===== src/rtl/output_gain_stage.sv =====
// ---------------------------------------------------------------------------
// output_gain_stage
//   Post-filter output gain stage that sits between the highpass filter and
//   the codec transmit interface. Each accepted sample is multiplied by a
//   smoothed gain, scaled down by 2**FRAC, saturated to W bits, and driven
//   out with a one-cycle out_valid strobe. The gain word ramps toward
//   gain_target by at most STEP per accepted sample, which avoids zipper
//   noise. A sticky clip flag records saturation.
//
//   Optional build macro: OUTGAIN_PEAK_EN
//     defined   - peak-hold meter with HOLD-sample hold and 1/16 decay
//     undefined - peak is tied to zero; no hold counter or meter logic
//
//   state | meaning
//   ------+-----------------------------------------------------------
//   IDLE  | waiting for sample_en; latches operands and steps cur_gain
//   MULT  | registers the full-width signed product
//   SAT   | scales, saturates, drives gainOut/out_valid, updates meter
// ---------------------------------------------------------------------------
module output_gain_stage #(
    parameter int W    = 16,
    parameter int GW   = 8,
    parameter int FRAC = 6,
    parameter int STEP = 1,
    parameter int HOLD = 4800
) (
    input  logic                 clk_144,
    input  logic                 reset,
    input  logic                 sample_en,
    input  logic signed [W-1:0]  gainIn,
    input  logic [GW-1:0]        gain_target,
    input  logic                 clip_clr,
    output logic signed [W-1:0]  gainOut,
    output logic                 out_valid,
    output logic                 clip,
    output logic [W-2:0]         peak,
    output logic [GW-1:0]        cur_gain
);

    typedef enum logic [1:0] {
        IDLE = 2'd0,
        MULT = 2'd1,
        SAT  = 2'd2
    } state_t;

    localparam int PW = W + GW + 1;

    localparam logic [GW-1:0]        STEP_G  = GW'(STEP);
    localparam logic signed [PW-1:0] SAT_MAX = {{(GW + 2){1'b0}}, {(W - 1){1'b1}}};
    localparam logic signed [PW-1:0] SAT_MIN = {{(GW + 2){1'b1}}, {(W - 1){1'b0}}};
    localparam logic signed [W-1:0]  OUT_MAX = {1'b0, {(W - 1){1'b1}}};
    localparam logic signed [W-1:0]  OUT_MIN = {1'b1, {(W - 1){1'b0}}};

    state_t                state;
    logic signed [W-1:0]   sample_op;
    logic [GW-1:0]         gain_op;
    logic signed [PW-1:0]  product;

    logic [GW-1:0]         gain_diff;
    logic [GW-1:0]         gain_delta;
    logic [GW-1:0]         gain_next;

    logic signed [PW-1:0]  sample_ext;
    logic signed [PW-1:0]  gain_ext;
    logic signed [PW-1:0]  mult_full;
    logic signed [PW-1:0]  scaled;
    logic signed [W-1:0]   sat_val;
    logic                  sat_hit;

    // Next ramp value: move toward the target by at most STEP, never overshoot
    always_comb begin
        gain_diff  = '0;
        gain_delta = '0;
        gain_next  = cur_gain;
        if (gain_target > cur_gain) begin
            gain_diff  = gain_target - cur_gain;
            gain_delta = (gain_diff < STEP_G) ? gain_diff : STEP_G;
            gain_next  = cur_gain + gain_delta;
        end else if (gain_target < cur_gain) begin
            gain_diff  = cur_gain - gain_target;
            gain_delta = (gain_diff < STEP_G) ? gain_diff : STEP_G;
            gain_next  = cur_gain - gain_delta;
        end
    end

    // Signed sample times zero-extended (always positive) gain, full precision
    always_comb begin
        sample_ext = {{(GW + 1){sample_op[W-1]}}, sample_op};
        gain_ext   = {{(W + 1){1'b0}}, gain_op};
        mult_full  = sample_ext * gain_ext;
    end

    // Floor scaling by the arithmetic shift, then clamp to the W-bit range
    always_comb begin
        scaled  = product >>> FRAC;
        sat_hit = 1'b0;
        sat_val = scaled[W-1:0];
        if (scaled > SAT_MAX) begin
            sat_hit = 1'b1;
            sat_val = OUT_MAX;
        end else if (scaled < SAT_MIN) begin
            sat_hit = 1'b1;
            sat_val = OUT_MIN;
        end
    end

    // Main sequencing FSM with registered datapath and outputs
    always_ff @(posedge clk_144) begin
        if (reset) begin
            state     <= IDLE;
            sample_op <= '0;
            gain_op   <= '0;
            product   <= '0;
            cur_gain  <= '0;
            gainOut   <= '0;
            out_valid <= 1'b0;
            clip      <= 1'b0;
        end else begin
            out_valid <= 1'b0;
            // A saturation in SAT below overrides this clear in the same cycle
            if (clip_clr) begin
                clip <= 1'b0;
            end
            case (state)
                IDLE: begin
                    if (sample_en) begin
                        sample_op <= gainIn;
                        gain_op   <= cur_gain;
                        cur_gain  <= gain_next;
                        state     <= MULT;
                    end
                end
                MULT: begin
                    product <= mult_full;
                    state   <= SAT;
                end
                SAT: begin
                    gainOut   <= sat_val;
                    out_valid <= 1'b1;
                    if (sat_hit) begin
                        clip <= 1'b1;
                    end
                    state <= IDLE;
                end
                default: begin
                    state <= IDLE;
                end
            endcase
        end
    end

`ifdef OUTGAIN_PEAK_EN
    localparam int              HW        = $clog2(HOLD + 1);
    localparam logic [HW-1:0]   HOLD_LOAD = HW'(HOLD);
    localparam logic [HW-1:0]   HOLD_ONE  = HW'(1);
    localparam logic [W-2:0]    MAG_ONE   = {{(W - 2){1'b0}}, 1'b1};

    logic [HW-1:0] hold_cnt;
    logic [W-2:0]  sat_mag;

    // Magnitude of the value being output; the most negative code reads as full scale
    always_comb begin
        if (!sat_val[W-1]) begin
            sat_mag = sat_val[W-2:0];
        end else if (sat_val == OUT_MIN) begin
            sat_mag = '1;
        end else begin
            sat_mag = (~sat_val[W-2:0]) + MAG_ONE;
        end
    end

    // Peak meter: capture new highs, hold for HOLD samples, then decay by 1/16 per sample
    always_ff @(posedge clk_144) begin
        if (reset) begin
            peak     <= '0;
            hold_cnt <= '0;
        end else if (state == SAT) begin
            if (sat_mag >= peak) begin
                peak     <= sat_mag;
                hold_cnt <= HOLD_LOAD;
            end else if (hold_cnt != '0) begin
                hold_cnt <= hold_cnt - HOLD_ONE;
            end else begin
                peak <= peak - (peak >> 4);
            end
        end
    end
`else
    // Meter disabled: report silence
    assign peak = '0;
`endif

endmodule


===== config.mk =====
export PLATFORM = sky130hd
export DESIGN_NAME = output_gain_stage
export DESIGN_NICKNAME = d
export VERILOG_FILES = /design/src/rtl/output_gain_stage.sv
export SDC_FILE = /design/constraint.sdc
export NUM_CORES = 1
export LEC_CHECK = 0
export ABC_AREA = 1
export BUFFER_PORTS_ARGS = -buffer_cell sky130_fd_sc_hd__buf_2
export CAP_MARGIN = 30
export CORE_UTILIZATION = 39
export CTS_BUF_LIST = sky130_fd_sc_hd__clkbuf_8
export DETAILED_ROUTE_END_ITERATION = 10
export GPL_ROUTABILITY_DRIVEN = 0
export GPL_TIMING_DRIVEN = 1
export PLACE_DENSITY_LB_ADDON = 0.05
export SKIP_LAST_GASP = 1
export SYNTH_ARGS = -nofsm -noshare
export SYNTH_HDL_FRONTEND = slang
export SYNTH_SLANG_ARGS = --single-unit

===== constraint.sdc =====
create_clock -name clk_144 -period 6.82 [get_ports clk_144]
set_input_delay 1.023 -clock clk_144 [delete_from_list [all_inputs] [get_ports clk_144]]
set_output_delay 1.023 -clock clk_144 [all_outputs]
set_load 0.01 [all_outputs]

==> results.ini, run 1 <==
[pwr]
ir_drop_mv = 0.111
p_per_area_mw_per_mm2 = 170
swShare_pct = 42.9
clock_power_share_pct = 25.7
p_int_uw = 902
pwr-share-seq_pct = 33.0
power_frac_comb_pct = 41.3
switchingPower_uw = 678
leakage_uw = 0.00534

[cts]
cts.sinks = 71
clk_path_buf_depth = 2
cts_root_buffer = clkbuf_8
post_cts_resized = 0
postCtsHoldBufs = 0
cts_tree = yes
cts_setup_buffers = 0
cts_buffers = 9
cts.reportedPaths.clkPinSlew_ns = 0.09
cts_max_level = 3
clock_latency_ns = 0.38

[timing]
drv_slew = 0
period_share_pct = 75.5
skew_ns = 0.0196
fmax_mhz = 194
fin_tns_setup_ns = 0
grt_setup_unrepaired = false
tightest_slew_ns = 0.960
max_slew_margin_pct = 36.0
layout_setup_ws_ns = 1.67
setup_viol = 0
min_period_ns = 5.15
hold_viol = 0
whs_ns = 0.465

[global_route]
grt_pass1_wl_mm = 36.2
antenna_found_initial = 0
grt_max_degree = 33
grt_overflow_total = 0
first_global_vias = 7263
grt_usage_pct = 20.5

[final_layout]
fin_nets = 1448
multi_input_area_sq_mm = 0.00586
finalNonFillerCells = 1532
layout_commonest_cell = inv_1
diodes = 0
drive_above_1_share_pct = 7.59
layout_common_cells = inv_1 (308), nand2_1 (249), fa_1 (104), nor2_1 (94), dfxtp_1 (71)
areaGrowthSynthToFinish_pct = 6.77
seqCellArea_sq_mm = 0.00142
fillerInstances = 2376

[die]
placementRows = 54
dieHeight_um = 152
start_util_pct = 39.8
die_w_um = 152
coreArea_sq_mm = 0.0219
boundaryPins = 69
dieArea_sq_mm = 0.0230

[critical_path]
worst_ep_arrival_time_ns = 5.43
r2r_slack_ns = 1.67
start_kind = flop
critPathMaxFanout = 15
cp-end-kind = flop
worst-setup-path-type = flop to flop
cp.required_ns = 7.10

[routing]
drt_iter0_drc = 285
wl_mm = 21.2
via_count = 7198
dr.pass1.iters = 5
drc_errors = 0
wl_per_cell_um = 13.8
drt-vias-per-instance = 4.70
ant_nets = 0

[run]
maxCapViolCount = 0

[logic_synthesis]
synth.distinct_cells = 41
syn_area_per_cell_sq_um = 7.07
synthesis.area_sq_mm = 0.00872
synthCells = 1233
yosysWarningCount = 0
yosysSeqAreaShare_pct = 16.3
synth_seq_cells = 71

[run_status]
status = complete, no violations

[placement]
placed_cells = 1516
place_ws_ns = 1.69
port-buffer-count = 53
dpl.hpwl_mm = 17.1

[min_path]
hp-class = flop to flop

[power by group through the flow]
stage	combinational [uW]	clock [uW]	sequential [uW]
global route	768	433	531
floorplan	542	0	481
CTS	666	417	524
detailed placement	661	0	534
finish	653	405	521
global placement	663	0	533
[path summary, 6_finish.rpt]
path,startpoint,end,cells past startpoint
setup / recovery,gain_op[0],product[22],16
hold / removal,gainOut[15],gainOut[15],2
setup reg to reg,gain_op[0],product[22],16
hold reg to reg,gainOut[15],gainOut[15],2
[synth_stat cells, drive strengths merged]
cell type	n	area share, %
inv	310	13
nand2	260	12
fa	104	24
nor2	94	4.0
a21oi	74	4.5
dfxtp	71	16
o21ai	71	4.1
ha	69	9.9
clkbuf	46	2.0
nand3	37	2.2
buf	20	1.7
xor2	14	1.4
xnor2	10	1.0
nand4	9	0.65
a31oi	7	0.50
nor3	7	0.52
a21o	5	0.43
o21bai	4	0.34
or2	4	0.29
nor4	3	0.22
o31ai	3	0.26
conb	2	0.086
o211ai	2	0.17
a211oi	1	0.086
and3	1	0.072
clkinv	1	0.043
nand3b	1	0.086
nor3b	1	0.086
o21a	1	0.086
o221ai	1	0.10
[metal layers]
metal | track usage, % | up-vias | part of all wire [%]
met1 | 27.0 | 3402 | 48
met4 | 4.90 | 0 | 1.3
met5 | 0 | - | 0
met3 | 2.72 | 16 | 3.1
met2 | 35.4 | 100 | 48
li1 | - | 3680 | -
[kinds of logic after synthesis]
family,share of synthesized area [%]
other,0.0861
XOR/XNOR,2.41
buffers and inverters,17.0
adder cells (fa/ha/maj),33.8
flip-flops,16.3
AO/OA/AOI/OAI,10.6
AND/OR/NAND/NOR,19.8
[worst max-delay path: stages (launching register included)]
cell and delay, ns:
dfxtp_1 0.72, nand2_1 0.20, inv_1 0.15, fa_1 0.54
inv_1 0.19, fa_1 0.49, inv_1 0.19, fa_1 0.44
fa_1 0.49, ha_1 0.38, nand2_1 0.11, nor4_1 0.52
nand4_1 0.26, nand4_1 0.16, nand3_1 0.08, nand2_1 0.09
inv_1 0.04
[sequential cells by signal (all words and copies together), names as in the netlist]
register	count
clip	1
sample_op	16
gain_op	8
product	19
state	2
cur_gain	8
gainOut	16
out_valid	1
[final cells by class]
class                   instances  area share (%)
inverters                     311            12.5
clock buffers                   9            1.33
repair buffers                 55            3.01
clock inverters                 7            1.10
flip-flops and latches         71            15.3
well taps                     280            3.76
multi-input cells             799            63.0
[stage by stage]
stage / instance area [sq um] / util (%) / power [uW]
floorplan: 8770 / - / 1020
CTS: 9310 / 42.5 / 1610
finish: 9310 / 42.5 / 1580
global placement: 9080 / 41.5 / 1200
detailed placement: 9080 / 41.5 / 1190
global route: 9310 / 42.5 / 1730
Power figures use the tool's default switching activity.
==> inputs of run 2 (changes only) <==
clock period = 5.1 ns   (was 6.82 ns; I/O delays follow)
==> run 2 against run 1 <==
  * Sequential power up 30%
  * Clock power rose by 14%
  * Final cell count grew 0.52%
  * Flip-flop and latch count is the same
==> results.ini, run 2 (same netlist as run 1, synthesis figures left out) <==
[final_layout]
layout_commonest_cell = inv_1
largest_registers = product x19, gainOut x16, sample_op x16
areaGrowthSynthToFinish_pct = 7.18
diodes = 0
largest_register = product
fin_util_pct = 42.7
fin_nets = 1456
largest_reg_flops = 19
finalNonFillerCells = 1540
fin_area_sq_mm = 0.00934
drive_above_1_share_pct = 8.57
layout_common_cells = inv_1 (308), nand2_1 (249), fa_1 (104), nor2_1 (94)

[critical_path]
r2r_cells = 18
cp-end-kind = flop
cp-endpoint = product[24]
worstReg2RegStart = sample_op[15]
r2r_slack_ns = 0.34
r2r_end = product[24]
crit_start = sample_op[15]
worst_ep_arrival_time_ns = 5.08
critPathMaxFanout = 9
cp.required_ns = 5.42
worst-setup-path-type = flop to flop
start_kind = flop

[routing]
ant_nets = 0
via_count = 7235
drt-vias-per-instance = 4.70
drt_iter0_drc = 301
wl_mm = 21.2
dr.pass1.iters = 4
drc_errors = 0
wl_per_cell_um = 13.8

[run_status]
status = complete, no violations

[cts]
clk_path_buf_depth = 2
cts_buffers = 9
cts.sinks = 71
postCtsHoldBufs = 0
post_cts_resized = 0
cts.reportedPaths.clkPinSlew_ns = 0.09
cts_max_level = 3
cts_root_buffer = clkbuf_8
cts_tree = yes
cts_setup_buffers = 0
clock_latency_ns = 0.39

[timing]
drv_slew = 0
max_slew_margin_pct = 35.5
fin_tns_setup_ns = 0
grt_setup_unrepaired = false
hold_viol = 0
min_period_ns = 4.76
tightest_slew_ns = 0.966
skew_ns = 0.0211
period_share_pct = 93.4
setup_viol = 0
fmax_mhz = 210

[global_route]
grt_max_degree = 41
grt_usage_pct = 20.7
grt_overflow_total = 0
grt_pass1_wl_mm = 36.6
antenna_found_initial = 0
first_global_vias = 7261

[pwr]
power_frac_comb_pct = 44.2
p_per_area_mw_per_mm2 = 219
pwr-share-seq_pct = 33.2
swShare_pct = 45.3
p_int_uw = 1120
leakage_uw = 0.00536
clock_power_share_pct = 22.6
switchingPower_uw = 925
p_total_uw = 2040
ir_drop_mv = 0.105

[die]
boundaryPins = 69
placementRows = 54
dieArea_sq_mm = 0.0230
coreArea_sq_mm = 0.0219
dieHeight_um = 152
start_util_pct = 39.8
die_w_um = 152

[placement]
dpl_cell_area_sq_mm = 0.00914
dpl.hpwl_mm = 17.0
placed_cells = 1523
port-buffer-count = 53

[min_path]
hp-class = flop to flop

[run]
maxCapViolCount = 0

run 2: changes by cell type in the layout (fill, tap and decap cells not counted), sizes merged:
| cell | previous run | this run |
|---|---|---|
| inv | 312 | 314 |
| clkinvlp | 1 | 2 |
| buf | 55 | 63 |
| clkinv | 3 | 2 |
| bufinv | 2 | 0 |
run 2: power by group through the flow:
stage / Combinational (uW) / Sequential (uW) / Clock, uW
floorplan: 724 / 643 / 0
global placement: 908 / 694 / 0
detailed placement: 909 / 693 / 0
CTS: 914 / 680 / 478
global route: 1050 / 690 / 503
finish: 902 / 679 / 462
run 2: worst min path at each step:
stage,startpoint,endpoint,slack (ns),cells past startpoint
after global routing,gainOut[12],gainOut[12],0.49,2
after CTS,clip,clip,0.47,2
after detailed placement,clip,clip,0.45,2
after global placement,gainOut[15],gainOut[15],0.45,2
final,clip,clip,0.46,2
after floorplan,product[24],gainOut[15],0.47,2
run 2: final cells by class:
cell class,count,area (sq um)
fillers,2395,12500
multi-input cells,799,5880
flip-flops and latches,71,1430
inverters,311,1170
well taps,280,350
repair buffers,63,340
clock buffers,9,124
clock inverters,7,61.3
run 2: per-stage QoR:
step	setup slack (ns)	hold slack [ns]
6_report	0.339	0.463
5_1_grt	0.0167	0.488
4_1_cts	0.0906	0.467
3_5_place_dp	0.117	0.448
3_3_place_gp	0.0302	0.449
2_1_floorplan	0.683	0.466
run 2: critical path, cell delays in order, from the launching register on:
cell and delay, ns:
dfxtp_1 0.42, nand2_1 0.16, inv_1 0.09, fa_1 0.67
inv_1 0.17, fa_1 0.60, inv_1 0.13, fa_1 0.49
inv_1 0.05, fa_1 0.53, inv_1 0.05, ha_1 0.37
inv_1 0.20, o21bai_1 0.10, a211oi_1 0.36, nand3_1 0.12
nand2_1 0.07, nor2_1 0.06, nor2_1 0.08
run 2: per-layer routing:
layer | wire [um] | vias up | global-route usage (%) | part of all wire [%]
met2 | 10100 | 82 | 35.0 | 48
met3 | 610 | 21 | 2.72 | 2.9
li1 | - | 3689 | - | -
met5 | 0 | - | 0 | 0
met1 | 10200 | 3443 | 27.7 | 48
met4 | 317 | 0 | 5.35 | 1.5
